--- src/rtl/uart_byte_rx_pkg.sv ---
// uart_byte_rx_pkg: receiver state encoding and default bit timing shared by the UART receive slice.
package uart_byte_rx_pkg;
    localparam int DEFAULT_CLKS_PER_BIT = 868;
    typedef enum logic [2:0] {IDLE, START, DATA, STOP, BREAK} rx_state_e;
endpackage

--- src/rtl/uart_byte_rx_bit_sync.sv ---
// bit_sync: multi-flop synchronizer for an asynchronous level; flops reset to 1 (idle line).
module bit_sync #(
    parameter int STAGES = 2
) (
    input  logic clk,
    input  logic rst_n,
    input  logic d,
    output logic q
);
    logic [STAGES-1:0] ff;
    always_ff @(posedge clk or negedge rst_n) begin
        if (!rst_n) ff <= '1;
        else        ff <= {ff[STAGES-2:0], d};
    end
    assign q = ff[STAGES-1];
endmodule

--- src/rtl/uart_byte_rx.sv ---
// uart_byte_rx: 8N1 UART byte receiver with mid-bit sampling, stop-bit error detection and break hold-off.
module uart_byte_rx
    import uart_byte_rx_pkg::*;
#(
    parameter int CLKS_PER_BIT = DEFAULT_CLKS_PER_BIT,
    parameter int SYNC_STAGES  = 2
) (
    input  logic       clk,
    input  logic       rst_n,
    input  logic       uart_rxd,
    output logic [7:0] frame_data_out,
    output logic       frame_data_ena,
    output logic       frame_err,
    output logic       rx_busy
);
    localparam int CW = $clog2(CLKS_PER_BIT);
    localparam logic [CW-1:0] HALF = CW'(CLKS_PER_BIT / 2 - 1);
    localparam logic [CW-1:0] LAST = CW'(CLKS_PER_BIT - 1);

    logic            rxd_s;
    rx_state_e       state_q, state_d;
    logic [CW-1:0]   clk_cnt_q, clk_cnt_d;
    logic [2:0]      bit_cnt_q, bit_cnt_d;
    logic [7:0]      shreg_q, shreg_d, data_d;
    logic            ena_d, err_d;

    bit_sync #(.STAGES(SYNC_STAGES)) u_sync (
        .clk   (clk),
        .rst_n (rst_n),
        .d     (uart_rxd),
        .q     (rxd_s)
    );

    always_ff @(posedge clk or negedge rst_n) begin
        if (!rst_n) begin
            state_q        <= IDLE;
            clk_cnt_q      <= '0;
            bit_cnt_q      <= '0;
            shreg_q        <= '0;
            frame_data_out <= '0;
            frame_data_ena <= 1'b0;
            frame_err      <= 1'b0;
        end else begin
            state_q        <= state_d;
            clk_cnt_q      <= clk_cnt_d;
            bit_cnt_q      <= bit_cnt_d;
            shreg_q        <= shreg_d;
            frame_data_out <= data_d;
            frame_data_ena <= ena_d;
            frame_err      <= err_d;
        end
    end

    // Counter runs freely inside a bit and is cleared on every sample point and state change.
    always_comb begin
        state_d   = state_q;
        clk_cnt_d = clk_cnt_q + 1'b1;
        bit_cnt_d = bit_cnt_q;
        shreg_d   = shreg_q;
        data_d    = frame_data_out;
        ena_d     = 1'b0;
        err_d     = 1'b0;
        case (state_q)
            IDLE: begin
                clk_cnt_d = '0;
                state_d   = rxd_s ? IDLE : START;
            end
            START: begin
                if (clk_cnt_q == HALF) begin
                    clk_cnt_d = '0;
                    bit_cnt_d = '0;
                    state_d   = rxd_s ? IDLE : DATA;
                end
            end
            DATA: begin
                if (clk_cnt_q == LAST) begin
                    clk_cnt_d          = '0;
                    shreg_d[bit_cnt_q] = rxd_s;
                    bit_cnt_d          = bit_cnt_q + 3'd1;
                    state_d            = (bit_cnt_q == 3'd7) ? STOP : DATA;
                end
            end
            STOP: begin
                if (clk_cnt_q == LAST) begin
                    clk_cnt_d = '0;
                    data_d    = rxd_s ? shreg_q : frame_data_out;
                    ena_d     = rxd_s;
                    err_d     = !rxd_s;
                    state_d   = rxd_s ? IDLE : BREAK;
                end
            end
            BREAK: begin
                clk_cnt_d = '0;
                state_d   = rxd_s ? IDLE : BREAK;
            end
            default: begin
                clk_cnt_d = '0;
                state_d   = IDLE;
            end
        endcase
    end

    assign rx_busy = (state_q != IDLE);
endmodule

--- config.mk ---
export PLATFORM = sky130hd
export DESIGN_NAME = uart_byte_rx
export DESIGN_NICKNAME = d
export VERILOG_FILES = /design/src/rtl/uart_byte_rx_pkg.sv /design/src/rtl/uart_byte_rx_bit_sync.sv /design/src/rtl/uart_byte_rx.sv
export SDC_FILE = /design/constraint.sdc
export NUM_CORES = 1
export LEC_CHECK = 0
export CORE_MARGIN = 10
export CORE_UTILIZATION = 55
export CTS_BUF_LIST = sky130_fd_sc_hd__clkbuf_2 sky130_fd_sc_hd__clkbuf_4 sky130_fd_sc_hd__clkbuf_8
export CTS_CLUSTER_SIZE = 25
export DETAILED_ROUTE_END_ITERATION = 12
export PLACE_DENSITY = 0.76
export SYNTH_ARGS = -nofsm -noshare
export SYNTH_HDL_FRONTEND = slang
export SYNTH_SLANG_ARGS = --single-unit
export TNS_END_PERCENT = 5
--- constraint.sdc ---
create_clock -name clk -period 2.5 [get_ports clk]
set_input_delay 0.25 -clock clk [delete_from_list [all_inputs] [get_ports clk]]
set_output_delay 0.25 -clock clk [all_outputs]
set_load 0.02 [all_outputs]
==> metrics.md <==
| Metric | Value |
|---|---|
| Status | completed |
| Vias | 1162 |
| Rows | 20 |
| IO Count | 14 |
| Setup bufs post-CTS | 0 |
| Die ar. | 0.005818 mm2 |
| Clk slew on worst S/H paths | 0.10 ns |
| Core box area | roughly 0.0031 mm2 |
| Clock latency on the worst-skew pair | roughly 0.34 ns |
| Area delta synth->final | 14.01% |
| Setup ws final | ~0.21 ns |
| Kind of cell adding the most delay to the critical path | simple AND/OR/NAND/NOR gates |
| First-pass GRT wire length | roughly 5600 um |
| Fin crit share | 91.57% |
| Synth cell types | 41 |
| Initial antenna violation count | 0 |
| Post-CTS Resized | 0 |
| CP max stage cell | dfrtp_1 |
| Kind of critical path | register to register |
| ANT nets after route | 0 |
| Final hold violations | 0 |
| Setup total negative slack | 0 ns |
| Vias per cell | 5.696 |
| Max FO, Critical Path | 11 |
| Final setup viols | 0 |
| Hold buffer count at CTS | 0 |
| Static Leakage | 0.8647 nW |
| Most common cell after layout, fill and taps aside | dfrtp_1 |
| Total Wirelength | 3085 um |
| Layout cell share with drive strength beyond 1 | 25.62% |
| Num CTS Buffers | 5 |
| CP Depth | 6 |
| CP bufs+invs | 1 |
| Peak Freq | 436.8 MHz |
| TritonRoute pass-1 iters | 4 |
| Drt initial violations | 151 |
| Fill cells | 256 |
| Share of the yosys chip area belonging to registers | 51.87% |
| Clock Skew | 0.004441 ns |
| Setup crit start | clk_cnt_q[0] |
| CTS Buffer Depth | 2 |
| Final GP Congestion | between 0.8 and 0.9 |
| Max cap viols | 0 |
| IO Port Bufs | 13 |
| CP arrival | about 2.5 ns |
| Synthesized area per cell | 12.27 um2 |
| Minimum clock period | about 2.3 ns |
| CTS tree | yes |
| VDD IR max | about 0.00034 V |
| Final Instance Area | 0.001986 mm2 |
| Synth Net Count | 149 |
| Placed Area | ~0.0019 mm2 |
| Post-Syn Instances | 142 |
| Die width | 76.28 um |
| CTS root buf | clkbuf_4 |
| Vias in the first global route | roughly 1200 |
| Pwr Density | 454.4 mW/mm2 |
| Synthesized cell area | 0.001742 mm2 |
| Reg2reg end | shreg_q[1] |
| CP required | 2.73 ns |
| Wire per inst | 15.12 um |
| Post-synth top flop | dfrtp_1 |
| Clock sinks | 36 |
| Initial Util | 57.05% |
| Detailed Place HPWL | 2103 um |
| Number of flops mapped to enable cells by yosys | 0 |
| HP Class | input port to async pin |
| Reg2Reg Depth | 6 |
| Post-synthesis register bit count | 36 |
| Yosys warns | 0 |
| Residual DRC count | 0 |
| Most frequent cells in the layout | 34 x dfrtp_1, 13 x nor3_1, 13 x clkdlybuf4s50_1, 9 x mux2_2, 8 x mux2_4 |
| Slew Limit Headroom | 67.74% |
| Asr flop ratio synth | 100.0% |
| Diodes inserted | 0 |
| RR Startpoint | clk_cnt_q[0] |
| Final Slew Violations | 0 |
| Largest net degree at the start of global routing | 37 |
| Fin Hold WS | 0.3102 ns |
| FF-to-FF setup slack | 0.21 ns |
| Worst Setup EP | shreg_q[1] |
| H-tree depth | 2 |
| Die height | 76.28 um |
| Pre-CTS WS | slightly above 0.2 ns |
| Largest stage delay, worst path | 0.44 ns |
| Crit start category | register |
| RSZ-0062 raised after global routing | no |
| Critical path endpoint category | register |
| Gr ovfl total | 0 |
| Crit path cell chain | ha_1 -> nand4bb_1 -> nor4_2 -> buf_4 -> nor4bb_1 -> mux2_2 |
| GRT Util Overall | 11.54% |
| Worst Tran Pin Value | 0.4839 ns |
| Nets | 167 |
-- stage by stage --
step                      std cells  util (%)  total power [W]
after floorplan                 142         -        0.0006001
after global placement          197     63.20        0.0006161
after detailed placement        197     63.20        0.0006167
after CTS                       204     64.84        0.0009085
after global routing            204     65.04        0.0009461
final                           204     65.04        0.0009022
-- layout make-up --
| cell class | count | area, um2 | area share, % |
|---|---|---|---|
| inverter | 1 | 3.754 | 0.1890 |
| timing repair buffer | 18 | 167.7 | 8.444 |
| sequential | 36 | 903.4 | 45.49 |
| multi-input combinational | 98 | 805.8 | 40.58 |
| tap | 44 | 55.05 | 2.773 |
| clock buffer | 6 | 45.04 | 2.268 |
| clock inverter | 1 | 5.005 | 0.2520 |
-- kinds of logic after synthesis --
logic type | count (synthesis) | share of synthesized area, %
buffers and inverters | 8 | 2.227
AND/OR/NAND/NOR | 58 | 21.55
AO/OA/AOI/OAI | 10 | 4.167
adder cells (fa/ha/maj) | 4 | 2.874
multiplexers | 18 | 13.29
flip-flops | 36 | 51.87
XOR/XNOR | 8 | 4.023
-- routing by layer --
| metal | global-route usage (%) | vias to the layer above | wire, um |
|---|---|---|---|
| met4 | 5.019 | 0 | 46 |
| met1 | 14.53 | 574 | 1473 |
| li1 | - | 559 | - |
| met5 | 0 | - | 0 |
| met2 | 17.35 | 24 | 1421 |
| met3 | 4.127 | 5 | 144 |
-- sequential cells by signal, indices dropped and copies added, names as in the netlist --
register and count:
shreg_q 8, clk_cnt_q 10, bit_cnt_q 3, frame_err 1, frame_data_ena 1, state_q 3
frame_data_out 8, u_sync.ff 2
-- worst register-to-register path, cell delays in order (launching register included) --
cell and delay [ns]:
dfrtp_1 0.44, ha_1 0.27, nand4bb_1 0.24, nor4_2 0.32, buf_4 0.21, nor4bb_1 0.31, mux2_2 0.38
-- where the power goes --
group | switching, W | internal, W | total [W]
clock network | 0.000183 | 0.000114 | 0.000298
registers | 0.00000329 | 0.000585 | 0.000588
logic | 0.0000121 | 0.00000419 | 0.0000163
-- synthesized netlist by cell type, types with 2 or more instances --
| cell | count | area (um2) |
|---|---|---|
| o21ai_0 | 2 | 10.01 |
| nor4bb_1 | 3 | 30.03 |
| a21oi_1 | 2 | 10.01 |
| nand3_1 | 6 | 30.03 |
| dfstp_2 | 2 | 52.55 |
| clkbuf_1 | 5 | 18.77 |
| xnor2_1 | 3 | 26.28 |
| nand4b_1 | 4 | 35.03 |
| nor3_1 | 13 | 65.06 |
| dfrtp_1 | 34 | 850.8 |
| nand4_1 | 3 | 18.77 |
| a22o_1 | 2 | 17.52 |
| a311oi_1 | 2 | 17.52 |
| nand2b_1 | 2 | 12.51 |
| nor2_1 | 6 | 22.52 |
| ha_1 | 4 | 50.05 |
| mux2_4 | 8 | 120.1 |
| nand2_1 | 6 | 22.52 |
| xor2_1 | 5 | 43.79 |
| mux2_2 | 9 | 101.4 |
-- how the worst min path moves through the flow --
stage,slack (ns),depth (start not counted),from,end
6_report,0.31,2,rst_n,state_q[0]
5_1_grt,0.29,1,uart_rxd,u_sync.ff[0]
4_1_cts,0.31,1,uart_rxd,u_sync.ff[0]
3_5_place_dp,0.35,0,u_sync.ff[0],u_sync.ff[1]
3_3_place_gp,0.35,0,u_sync.ff[0],u_sync.ff[1]
2_1_floorplan,-0.05,0,rst_n,bit_cnt_q[0]
Note: power is estimated with default switching activity, not from simulation.
